File: config.mk
export PLATFORM = sky130hd
export DESIGN_NAME = plot_sink
export DESIGN_NICKNAME = d
export VERILOG_FILES = /design/src/rtl/plot_sink.sv
export SDC_FILE = /design/constraint.sdc
export NUM_CORES = 1
export LEC_CHECK = 0
export ABC_AREA = 1
export CORE_MARGIN = 2
export CORE_UTILIZATION = 60
export CTS_CLUSTER_DIAMETER = 60
export DETAILED_ROUTE_END_ITERATION = 8
export GPL_TIMING_DRIVEN = 0
export PLACE_DENSITY_LB_ADDON = 0.2
export SYNTH_ARGS = -nofsm -noshare
export SYNTH_HDL_FRONTEND = slang
export SYNTH_SLANG_ARGS = --single-unit
File: constraint.sdc
create_clock -name clk -period 3.8 [get_ports clk]
set_input_delay 0.76 -clock clk [delete_from_list [all_inputs] [get_ports clk]]
set_output_delay 0.76 -clock clk [all_outputs]
set_load 0.02 [all_outputs]
File: src/rtl/plot_sink.sv
// plot_sink: receiving end of the snake pixel-plot interface.
// Plot commands are range-checked, converted to a linear framebuffer address
// (y*WIDTH + x) and queued in a small FIFO. A single output register then
// issues one pixel write per cycle under fb_ready backpressure. A clear
// sequencer can take over the write port and fill the whole screen with one
// colour.
module plot_sink #(
    parameter int DEPTH  = 16,
    parameter int WIDTH  = 160,
    parameter int HEIGHT = 120,
    parameter int ADDR_W = 15
) (
    input  logic              clk,
    input  logic              rst,
    input  logic              plot_en,
    input  logic [7:0]        x,
    input  logic [6:0]        y,
    input  logic [2:0]        colour_in,
    input  logic              clear_req,
    input  logic [2:0]        clear_colour,
    input  logic              fb_ready,
    output logic              fb_wren,
    output logic [ADDR_W-1:0] fb_addr,
    output logic [2:0]        fb_data,
    output logic              busy,
    output logic              clear_done,
    output logic              overflow
);

    localparam int PTR_W   = (DEPTH > 1) ? $clog2(DEPTH) : 1;
    localparam int ENTRY_W = ADDR_W + 3;

    localparam logic [PTR_W:0]      FULL_CNT  = (PTR_W + 1)'(DEPTH);
    localparam logic [PTR_W:0]      ZERO_CNT  = {(PTR_W + 1){1'b0}};
    localparam logic [8:0]          X_LIM     = 9'(WIDTH);
    localparam logic [7:0]          Y_LIM     = 8'(HEIGHT);
    localparam logic [ADDR_W-1:0]   LAST_ADDR = ADDR_W'(WIDTH * HEIGHT - 1);

    typedef enum logic [1:0] {
        ST_RUN        = 2'd0,
        ST_CLEAR_WAIT = 2'd1,
        ST_CLEAR      = 2'd2
    } state_t;

    state_t              state_r;
    state_t              next_state_s;

    logic [ENTRY_W-1:0]  mem_r [DEPTH];
    logic [PTR_W-1:0]    wr_ptr_r;
    logic [PTR_W-1:0]    rd_ptr_r;
    logic [PTR_W:0]      count_r;

    logic                fb_wren_r;
    logic [ADDR_W-1:0]   fb_addr_r;
    logic [2:0]          fb_data_r;
    logic                busy_r;
    logic                clear_done_r;
    logic                overflow_r;
    logic [ADDR_W-1:0]   clr_cnt_r;
    logic [2:0]          clr_colour_r;

    logic                in_range_s;
    logic [ADDR_W-1:0]   plot_addr_s;
    logic [ENTRY_W-1:0]  head_s;
    logic                write_done_s;
    logic                push_s;
    logic                pop_s;
    logic                flush_s;
    logic                ovf_next_s;
    logic [ADDR_W-1:0]   clr_cnt_next_s;
    logic [2:0]          clr_colour_next_s;
    logic                wren_next_s;
    logic [ADDR_W-1:0]   addr_next_s;
    logic [2:0]          data_next_s;
    logic                done_next_s;
    logic                busy_next_s;

    assign in_range_s   = ({1'b0, x} < X_LIM) && ({1'b0, y} < Y_LIM);
    assign plot_addr_s  = ADDR_W'(y) * ADDR_W'(WIDTH) + ADDR_W'(x);
    assign head_s       = mem_r[rd_ptr_r];
    assign write_done_s = fb_wren_r & fb_ready;

    assign fb_wren    = fb_wren_r;
    assign fb_addr    = fb_addr_r;
    assign fb_data    = fb_data_r;
    assign busy       = busy_r;
    assign clear_done = clear_done_r;
    assign overflow   = overflow_r;

    // Next-state, FIFO push/pop decisions and next output-register values
    always_comb begin
        next_state_s      = state_r;
        push_s            = 1'b0;
        pop_s             = 1'b0;
        flush_s           = 1'b0;
        ovf_next_s        = overflow_r;
        clr_cnt_next_s    = clr_cnt_r;
        clr_colour_next_s = clr_colour_r;
        wren_next_s       = fb_wren_r;
        addr_next_s       = fb_addr_r;
        data_next_s       = fb_data_r;
        done_next_s       = 1'b0;
        case (state_r)
            ST_RUN: begin
                // Output register reloads whenever it is empty or draining.
                if ((count_r != ZERO_CNT) && (!fb_wren_r || fb_ready)) begin
                    pop_s       = 1'b1;
                    wren_next_s = 1'b1;
                    addr_next_s = head_s[ADDR_W-1:0];
                    data_next_s = head_s[ENTRY_W-1 -: 3];
                end else if (write_done_s) begin
                    wren_next_s = 1'b0;
                end else begin
                    wren_next_s = fb_wren_r;
                end
                // A clear request takes priority over a same-cycle plot.
                if (clear_req) begin
                    next_state_s      = ST_CLEAR_WAIT;
                    clr_colour_next_s = clear_colour;
                end else if (plot_en && in_range_s) begin
                    if ((count_r != FULL_CNT) || pop_s) begin
                        push_s = 1'b1;
                    end else begin
                        ovf_next_s = 1'b1;
                    end
                end else begin
                    push_s = 1'b0;
                end
            end
            ST_CLEAR_WAIT: begin
                // Let the in-flight write finish, then drop everything queued.
                if (!fb_wren_r || fb_ready) begin
                    flush_s        = 1'b1;
                    ovf_next_s     = 1'b0;
                    clr_cnt_next_s = {ADDR_W{1'b0}};
                    next_state_s   = ST_CLEAR;
                    wren_next_s    = 1'b1;
                    addr_next_s    = {ADDR_W{1'b0}};
                    data_next_s    = clr_colour_r;
                end else begin
                    next_state_s = ST_CLEAR_WAIT;
                end
            end
            ST_CLEAR: begin
                if (write_done_s) begin
                    if (clr_cnt_r == LAST_ADDR) begin
                        next_state_s = ST_RUN;
                        wren_next_s  = 1'b0;
                        done_next_s  = 1'b1;
                    end else begin
                        clr_cnt_next_s = clr_cnt_r + ADDR_W'(1);
                        addr_next_s    = clr_cnt_r + ADDR_W'(1);
                    end
                end else begin
                    next_state_s = ST_CLEAR;
                end
            end
            default: begin
                next_state_s = ST_RUN;
                wren_next_s  = 1'b0;
            end
        endcase
        busy_next_s = (next_state_s != ST_RUN);
    end

    // State, output register and clear sequencer registers
    always_ff @(posedge clk or negedge rst) begin
        if (!rst) begin
            state_r      <= ST_RUN;
            fb_wren_r    <= 1'b0;
            fb_addr_r    <= {ADDR_W{1'b0}};
            fb_data_r    <= 3'd0;
            busy_r       <= 1'b0;
            clear_done_r <= 1'b0;
            overflow_r   <= 1'b0;
            clr_cnt_r    <= {ADDR_W{1'b0}};
            clr_colour_r <= 3'd0;
        end else begin
            state_r      <= next_state_s;
            fb_wren_r    <= wren_next_s;
            fb_addr_r    <= addr_next_s;
            fb_data_r    <= data_next_s;
            busy_r       <= busy_next_s;
            clear_done_r <= done_next_s;
            overflow_r   <= ovf_next_s;
            clr_cnt_r    <= clr_cnt_next_s;
            clr_colour_r <= clr_colour_next_s;
        end
    end

    // FIFO pointers and occupancy; a flush empties the queue in one cycle
    always_ff @(posedge clk or negedge rst) begin
        if (!rst) begin
            wr_ptr_r <= {PTR_W{1'b0}};
            rd_ptr_r <= {PTR_W{1'b0}};
            count_r  <= ZERO_CNT;
        end else if (flush_s) begin
            rd_ptr_r <= wr_ptr_r;
            count_r  <= ZERO_CNT;
        end else begin
            if (push_s) begin
                wr_ptr_r <= wr_ptr_r + PTR_W'(1);
            end
            if (pop_s) begin
                rd_ptr_r <= rd_ptr_r + PTR_W'(1);
            end
            case ({push_s, pop_s})
                2'b10:   count_r <= count_r + (PTR_W + 1)'(1);
                2'b01:   count_r <= count_r - (PTR_W + 1)'(1);
                default: count_r <= count_r;
            endcase
        end
    end

    // FIFO storage: {colour, addr} written at the tail on push
    always_ff @(posedge clk) begin
        if (push_s) begin
            mem_r[wr_ptr_r] <= {colour_in, plot_addr_s};
        end
    end

endmodule

Yosys cells after proc, flatten, opt, wreduce, memory -nomap -nowiden
Memory sizes are Yosys's and may differ from the RTL's.
Cells that the tools add are included.
{"block": "word_totals", "out_inout_bits": 22, "reg_bits": 55, "wordCells": 103, "ramBits": 288, "mem_count": 1}
{"block": "classes", "n_mul": 1, "magnitude_cmp": 2, "bitwise": 2, "reduce_logical": 21, "n_mux": 43, "addsub": 6, "n_eq_ne": 15}
{"name": "mem_r", "depth": 16, "word_bits": 18, "read_ports": 1, "rd_ports_with_merged_regs": 0, "write_ports": 1, "line": "48", "text": "logic [ENTRY_W-1:0] mem_r [DEPTH];"}
{"operator": "two-way mux 15 bit", "count": 4}
{"operator": "one-hot mux 15 bit (3 select lines)", "count": 1}
{"operator": "one-hot mux 15 bit (2 select lines)", "count": 1}
{"operator": "two-way mux 1 bit", "count": 23}
{"operator": "inequality test 2 bit (second input constant)", "count": 8}
{"operator": "adder 15 x 1 -> 15 bit (second input constant)", "count": 1}
{"operator": "adder 15 x 8 -> 15 bit", "count": 1}
{"operator": "equality test 15 bit (second input constant)", "count": 1}
{"operator": "multiplier 7 x 3 -> 10 bit (second input constant)", "count": 1}
{"operator": "one-hot mux 5 bit (2 select lines)", "count": 1}
{"operator": "AND reduction 5 bit", "count": 2}
{"operator": "adder 4 x 1 -> 4 bit (second input constant)", "count": 2}
{"operator": "< comparator 8 bit (second input constant)", "count": 1}
{"operator": "two-way mux 2 bit", "count": 4}
{"operator": "two-way mux 4 bit", "count": 2}
{"operator": "AND reduction 4 bit", "count": 2}
{"operator": "nonzero test 2 bit", "count": 4}
{"operator": "< comparator 7 bit (second input constant)", "count": 1}
{"operator": "two-way mux 3 bit", "count": 2}
{"operator": "one-hot mux 2 bit (3 select lines)", "count": 1}
{"operator": "one-hot mux 3 bit (2 select lines)", "count": 1}
{"operator": "nonzero test 3 bit", "count": 2}
{"operator": "adder 5 x 1 -> 5 bit (second input constant)", "count": 1}
{"operator": "two-way mux 5 bit", "count": 1}
{"operator": "other kinds (16)", "count": 22}

Longest topological paths before layout
Gate-level depths: netlist of run 1.
{"block": "logic_depth", "word_depth": 13, "mapped_depth": 18}

Worst setup path before layout of run 1
OpenSTA, ideal clock, no wires.
{"block": "synth_timing", "path_kind": "input to register", "start": "input y[1]", "end": "memory mem_r[0][13] (netlist bit) (data pin)", "t_required_ps": 3511, "slack_ps": 764, "stages": 8, "setup_ps": 289, "arrival_time_ps": 2747, "path_buffers": 0, "cell_sequence": "ha_1 -> ha_1 -> inv_1 -> fa_1 -> xnor2_1 -> nand3_1 -> nor3_1 -> xor2_1"}
{"block": "synth_via", "elab_chain_cells": 2}
{"element": "start: declaration", "line": "17", "text": "input logic [6:0] y,"}
{"element": "multiplier 7 x 3 -> 10 bit", "line": "79", "text": "assign plot_addr_s = ADDR_W'(y) * ADDR_W'(WIDTH) + ADDR_W'(x);"}
{"element": "adder 15 x 8 -> 15 bit", "line": "79"}
{"element": "via plot_addr_s[13]", "line": "63", "text": "logic [ADDR_W-1:0] plot_addr_s;"}
{"element": "end: declaration", "line": "48"}
The timed path passes the listed nets, and every way through them passes these cells.

Final worst setup path of run 1
{"block": "layout_timing", "start": "input y[1]", "end": "memory mem_r[10][12] (netlist bit) (data pin)"}
The elaborated chain is that of the path after synthesis.

==> results of run 1 <==
stage by stage:
stage                     instances  setup slack [ps]
final                          1753               211
after global routing           1753              29.3
after CTS                      1753               264
after detailed placement       1693              -265
after global placement         1677             -1060
after floorplan                1306               764
flip-flops by register name, indices dropped and copies added (netlist names), 2 cells and up:
| name | flops |
|---|---|
| mem_r | 288 |
| fb_addr | 15 |
| clr_colour_r | 3 |
| count_r | 5 |
| rd_ptr_r | 4 |
| wr_ptr_r | 4 |
| fb_data | 3 |
| state_r | 2 |
| clr_cnt_r | 15 |
logic make-up (layout without fill, tap and decap cells):
group | count (synthesis) | count (layout)
compound gates | 302 | 302
simple gates | 480 | 480
xor+xnor | 17 | 17
fa+ha+maj | 27 | 27
buf+inv | 134 | 257
mux | 3 | 3
flops | 343 | 343
where the power goes:
group	switching [mW]	internal (mW)	leakage [nW]
Combinational	0.192	0.0600	2.41
Clock	1.40	1.90	0.525
Sequential	0	4.19	3.29
Total	1.59	6.14	6.23
worst paths after layout:
kind	start	to	cells past startpoint
setup / recovery	y[1]	mem_r[10][12]	9
hold / removal	rst	fb_addr[1]	1
setup reg to reg	state_r[0]	mem_r[3][6]	10
hold reg to reg	fb_addr[0]	fb_addr[0]	2
max in group asynchronous	rst	count_r[4]	2
min in group clk	fb_addr[0]	fb_addr[0]	2
critical path: stages:
cell	delay [ps]
sky130_fd_sc_hd__clkdlybuf4s50_1	470
sky130_fd_sc_hd__ha_1	320
sky130_fd_sc_hd__ha_1	210
sky130_fd_sc_hd__inv_1	70
sky130_fd_sc_hd__fa_1	420
sky130_fd_sc_hd__nor3_1	290
sky130_fd_sc_hd__nand2_1	80
sky130_fd_sc_hd__nor2_1	170
sky130_fd_sc_hd__xor2_1	930
metal layers:
layer  global-route usage (%)  up-vias  part of all wire (%)
met5                        0        -                     0
li1                         -     4861                     -
met4                     14.6        0                   4.5
met2                     49.1      737                    45
met1                     42.5     5232                    38
met3                     7.29      142                    12
final cells by class:
class,count,area (um2)
Sequential cell,343,10000
Fill cell,1650,7150
Multi-Input combinational cell,829,4300
Clock buffer,39,891
Timing Repair Buffer,63,807
Tap cell,324,405
Buffer,68,307
Inverter,66,248
Clock inverter,21,188
layout by cell type (no fill, tap or decap), types with 2 or more instances in the layout:
cell	instances
sky130_fd_sc_hd__a21oi_1	22
sky130_fd_sc_hd__buf_16	8
sky130_fd_sc_hd__buf_2	18
sky130_fd_sc_hd__buf_4	2
sky130_fd_sc_hd__buf_6	4
sky130_fd_sc_hd__buf_8	6
sky130_fd_sc_hd__bufinv_16	3
sky130_fd_sc_hd__clkbuf_1	50
sky130_fd_sc_hd__clkbuf_16	35
sky130_fd_sc_hd__clkdlybuf4s50_1	46
sky130_fd_sc_hd__clkinv_1	7
sky130_fd_sc_hd__clkinv_2	7
sky130_fd_sc_hd__clkinvlp_4	3
sky130_fd_sc_hd__dfrtp_1	55
sky130_fd_sc_hd__edfxtp_1	288
sky130_fd_sc_hd__fa_1	2
sky130_fd_sc_hd__ha_1	25
sky130_fd_sc_hd__inv_1	53
sky130_fd_sc_hd__inv_2	12
sky130_fd_sc_hd__inv_6	2
sky130_fd_sc_hd__mux2_2	3
sky130_fd_sc_hd__nand2_1	158
sky130_fd_sc_hd__nand3_1	69
sky130_fd_sc_hd__nand4_1	10
sky130_fd_sc_hd__nor2_1	205
sky130_fd_sc_hd__nor2_2	16
sky130_fd_sc_hd__nor2_4	3
sky130_fd_sc_hd__nor3_1	10
sky130_fd_sc_hd__o211ai_1	30
sky130_fd_sc_hd__o21ai_0	141
sky130_fd_sc_hd__o21ai_1	55
sky130_fd_sc_hd__o221ai_1	28
sky130_fd_sc_hd__o22ai_1	22
sky130_fd_sc_hd__or2_2	3
sky130_fd_sc_hd__xnor2_1	4
sky130_fd_sc_hd__xor2_1	12
==> impl_metrics.ini, run 1 <==
[run_status]
run_status = complete, no violations

[die]
floorplan.die_area_um2 = 26000
floorplan.core_area_um2 = 24300
floorplan.rows = 57
die_w_um = 161
io_pins = 48
die-height_um = 161
starting_density_pct = 61.0

[synthesis]
synth_simple_gate_area_share_pct = 13.3
synth_edf_count = 288
post_synth_main_area_contributors = sky130_fd_sc_hd__edfxtp_1, sky130_fd_sc_hd__dfrtp_1, sky130_fd_sc_hd__nor2_1
synth_sequential_area_ratio_pct = 67.6
synth_top_family_by_area = simple AND/OR/NAND/NOR gates
syn_area_um2 = 14800
ys_dominant_reg_cell = sky130_fd_sc_hd__edfxtp_1
synth-compound-area-share_pct = 11.7
postSynthRegisterBits = 343
ys_top_cells_by_count = sky130_fd_sc_hd__edfxtp_1, sky130_fd_sc_hd__nor2_1, sky130_fd_sc_hd__nand2_1
netlist.area_leader.share_pct = 58.3
synth_cell_types = 38
post_synth.cell_area_avg_um2 = 11.4
synth-warning-count = 0
muxShareOfSynthArea_pct = 0.228
yosys.area.top_type = sky130_fd_sc_hd__edfxtp_1
synth-adder-area-share_pct = 2.38
synth.most_common_cell = sky130_fd_sc_hd__edfxtp_1
post_synth_inst_count = 1306
yosys.area_share.xor_xnor_pct = 1.00
synth_nets = 1359
postSynth.asyncResetShare_pct = 16.0

[timing]
finalHoldViolations = 0
rsz_0062_raised_after_global_routing = false
clock_skew_ps = 19.3
report.final.slew_viol_count = 0
max_slew_margin_pct = 20.9
worst_slew_pin_slew_ps = 1180
finalHoldWorstSlack_ps = 257
fmax_ghz = 0.279
period_share_pct = 94.4
final.min_clock_period_ps = 3590
setup_tns_ps = 0
report.final.setup_viol = 0

[routing]
drt_first_pass_iters = 6
post-route-drc-count = 0
route.detailed.wl_per_inst_um = 23.1
ant_nets = 0
routed_wirelength_um = 40500
detail_route.vias_per_cell = 6.26
vias = 11000
drt-initial-drc-count = 1561

[placed_design]
detailed_place.area_um2 = 16100
number_of_port_buffers = 47
place_hpwl_um = 26800
gp_routability_congestion = 0.907

[clock_network]
clock_insertion_delay_worst_skew_ps = 520
tritoncts_clock_tree = built
clkSlewWorstSetupHoldPaths_ps = 60
clock_tree.buffer_depth = 3
cts_buffers = 35
cts_repair_resizes = 0
ctsHoldBuffers = 0
number_of_sinks_driven_by_the_clock_tree = 343
clock-root-buffer = sky130_fd_sc_hd__clkbuf_16
cts_htree_levels = 2
post_cts_buffers = 0

[setup_path]
worstSetupPathType = in -> reg
sort_of_element_at_the_start_of_the_critical_path = primary input
worst-path-max-fanout = 16
crit_path_arrival_time_ps = 3730
worst-r2r-setup-slack_ps = 840
required_ps = 3940
worst_setup_path_end_kind = flip-flop

[pwr]
leakagePower_nw = 6.23
worst_ir_drop_vdd_mv = 0.354
totalPowerFinal_mw = 7.74
power-per-cell-area_nw_per_um2 = 450

[cells_and_area]
proportion_of_layout_cells_with_a_drive_suffix_above_1_pct = 9.24
layout-area-overhead-vs-synth_pct = 15.8
num_antenna_cells = 0
finish.instance_area_um2 = 17200
final_util_pct = 70.6
layout.nets = 1459

[global_route]
first_global_vias = 10700
globalRoute.totalOverflow = 0
number_of_antenna_violations_at_the_first_check_in_global_routing = 0
grt_pass1_wl_um = 61000
globalRouteTotalUtil_pct = 31.5
grt_start_max_net_pins = 32

[min_path]
hold_path.class = in -> async

[flow_run]
cap_viol_max_count = 0
(Power assumes the default switching activity.)
==> run 2, diff against run 1 <==
--- a/config.mk
+++ b/config.mk
@@ -6,7 +6,6 @@
 export NUM_CORES = 1
 export LEC_CHECK = 0
 export ABC_AREA = 1
-export CORE_MARGIN = 2
 export CORE_UTILIZATION = 60
 export CTS_CLUSTER_DIAMETER = 60
 export DETAILED_ROUTE_END_ITERATION = 8
==> run 2 against run 1 <==
Against the previous run:
- register-to-register slack worse by 50 ps
- via count about the same
- clock-buffer cell count up 5
- largest power group unchanged
- setup slack lost 0.92 ps
- largest cell class unchanged
- non-clock buffer count fell by 2
- critical path type unchanged
- sequential cell count stayed put
==> impl_metrics.ini, run 2 (synthesis gave the netlist of run 1 again) <==
[cells_and_area]
layout-area-overhead-vs-synth_pct = 16.1
num_antenna_cells = 0
layout.cells.most_common_list = sky130_fd_sc_hd__edfxtp_1, sky130_fd_sc_hd__nor2_1, sky130_fd_sc_hd__nand2_1
layout.nets = 1459
stdcell_count = 1754
final_util_pct = 71.0
largest-register = mem_r
proportion_of_layout_cells_with_a_drive_suffix_above_1_pct = 9.09
mostFrequentLayoutCell = sky130_fd_sc_hd__edfxtp_1
largest_reg_flops = 288

[clock_network]
clock_insertion_delay_worst_skew_ps = 530
clock-root-buffer = sky130_fd_sc_hd__clkbuf_16
cts_htree_levels = 2
number_of_sinks_driven_by_the_clock_tree = 343
clkSlewWorstSetupHoldPaths_ps = 60
cts_buffers = 37
cts_repair_resizes = 0
tritoncts_clock_tree = built
post_cts_buffers = 0
clock_tree.buffer_depth = 3
ctsHoldBuffers = 0

[die]
floorplan.core_area_um2 = 24200
die-height_um = 159
floorplan.die_area_um2 = 25300
io_pins = 48
starting_density_pct = 61.1
die_w_um = 159
floorplan.rows = 57

[setup_path]
worstSetupPathType = in -> reg
worst_setup_path_end_kind = flip-flop
sort_of_element_at_the_start_of_the_critical_path = primary input
required_ps = 3950
crit_path_start = y[1]
worst-path-max-fanout = 16
r2r_start = state_r[0]
crit_path_arrival_time_ps = 3740

[timing]
report.final.slew_viol_count = 0
rsz_0062_raised_after_global_routing = false
clock_skew_ps = 17.6
fmax_ghz = 0.279
final.min_clock_period_ps = 3590
report.final.setup_viol = 0
period_share_pct = 94.5
worst_slew_pin_slew_ps = 1230
max_slew_margin_pct = 18.0
finalHoldViolations = 0
setup_tns_ps = 0
timing.final.ws_setup_ps = 210

[global_route]
globalRouteTotalUtil_pct = 32.9
first_global_vias = 10700
globalRoute.totalOverflow = 0
grt_start_max_net_pins = 32
number_of_antenna_violations_at_the_first_check_in_global_routing = 0
grt_pass1_wl_um = 61700

[pwr]
power-per-cell-area_nw_per_um2 = 456
leakagePower_nw = 6.24
totalPowerFinal_mw = 7.85
worst_ir_drop_vdd_mv = 0.314

[placed_design]
preCtsSetupSlack_ps = -251
gp_routability_congestion = 0.936
number_of_port_buffers = 47
dpl.cell_count = 1691
place_hpwl_um = 26700

[routing]
vias = 11000
detail_route.vias_per_cell = 6.25
route.detailed.wl_per_inst_um = 23.2
drt_first_pass_iters = 6
post-route-drc-count = 0
routed_wirelength_um = 40700
drt-initial-drc-count = 1632
ant_nets = 0

[flow_run]
cap_viol_max_count = 0

[run_status]
run_status = complete, no violations

[min_path]
hold_path.class = in -> async
==> run 2: worst paths after layout <==
path | to | slack (ps) | cells past startpoint
max | mem_r[11][12] | 210 | 9
min | clr_cnt_r[4] | 230 | 1
max reg2reg | mem_r[10][17] | 790 | 10
min reg2reg | fb_addr[14] | 470 | 2
max in group asynchronous | clr_colour_r[0] | 3000 | 2
min in group clk | fb_addr[14] | 470 | 2
==> run 2: power breakdown <==
group | switching [mW] | internal, mW | total, mW
Combinational | 0.191 | 0.0594 | 0.251
Clock | 1.43 | 1.98 | 3.41
Sequential | 0 | 4.19 | 4.19
==> run 2: final cells by class <==
class                           instances  area, um2
Timing Repair Buffer                   61        781
Tap cell                              324        405
Clock inverter                         19        155
Buffer                                 68        307
Sequential cell                       343      10000
Clock buffer                           44        983
Inverter                               66        248
Multi-Input combinational cell        829       4300
Fill cell                            1636       7040
==> run 2: through the flow <==
step           hold WS, ps  cell area, um2
5_1_grt                274           17200
2_1_floorplan          464           14800
3_3_place_gp           462           15700
6_report               226           17200
3_5_place_dp           466           16100
4_1_cts                245           17200
==> run 2: layer usage <==
| layer | vias up | global-route usage (%) | share of wire, % | wire (um) |
|---|---|---|---|---|
| met5 | - | 0 | 0 | 0 |
| met1 | 5191 | 43.9 | 37 | 14900 |
| met4 | 0 | 16.2 | 4.9 | 1980 |
| li1 | 4877 | - | - | - |
| met2 | 747 | 51.4 | 46 | 18600 |
| met3 | 155 | 7.58 | 13 | 5180 |
==> run 2: critical path: stages <==
cell	delay (ps)
sky130_fd_sc_hd__clkdlybuf4s50_1	450
sky130_fd_sc_hd__ha_1	320
sky130_fd_sc_hd__ha_1	210
sky130_fd_sc_hd__inv_1	70
sky130_fd_sc_hd__fa_1	420
sky130_fd_sc_hd__nor3_1	290
sky130_fd_sc_hd__nand2_1	90
sky130_fd_sc_hd__nor2_1	150
sky130_fd_sc_hd__xor2_1	960
==> run 3, diff against run 2 <==
==> constraint.sdc (replaced) <==
create_clock -name clk -period 4.51 [get_ports clk]
set_input_delay 0.902 -clock clk [delete_from_list [all_inputs] [get_ports clk]]
set_output_delay 0.902 -clock clk [all_outputs]
set_load 0.02 [all_outputs]
==> results of run 3 <==
The final DEF is identical to that of run 2. Status: complete, no violations.
Main changes from that run: setup slack after placement -251 ps -> 317 ps; setup slack after layout 210 ps -> 778 ps; hold slack 226 ps -> 368 ps; register-to-register setup slack 790 ps -> 1500 ps; total power 7.85 mW -> 6.61 mW; worst IR drop on VDD 0.314 mV -> 0.265 mV
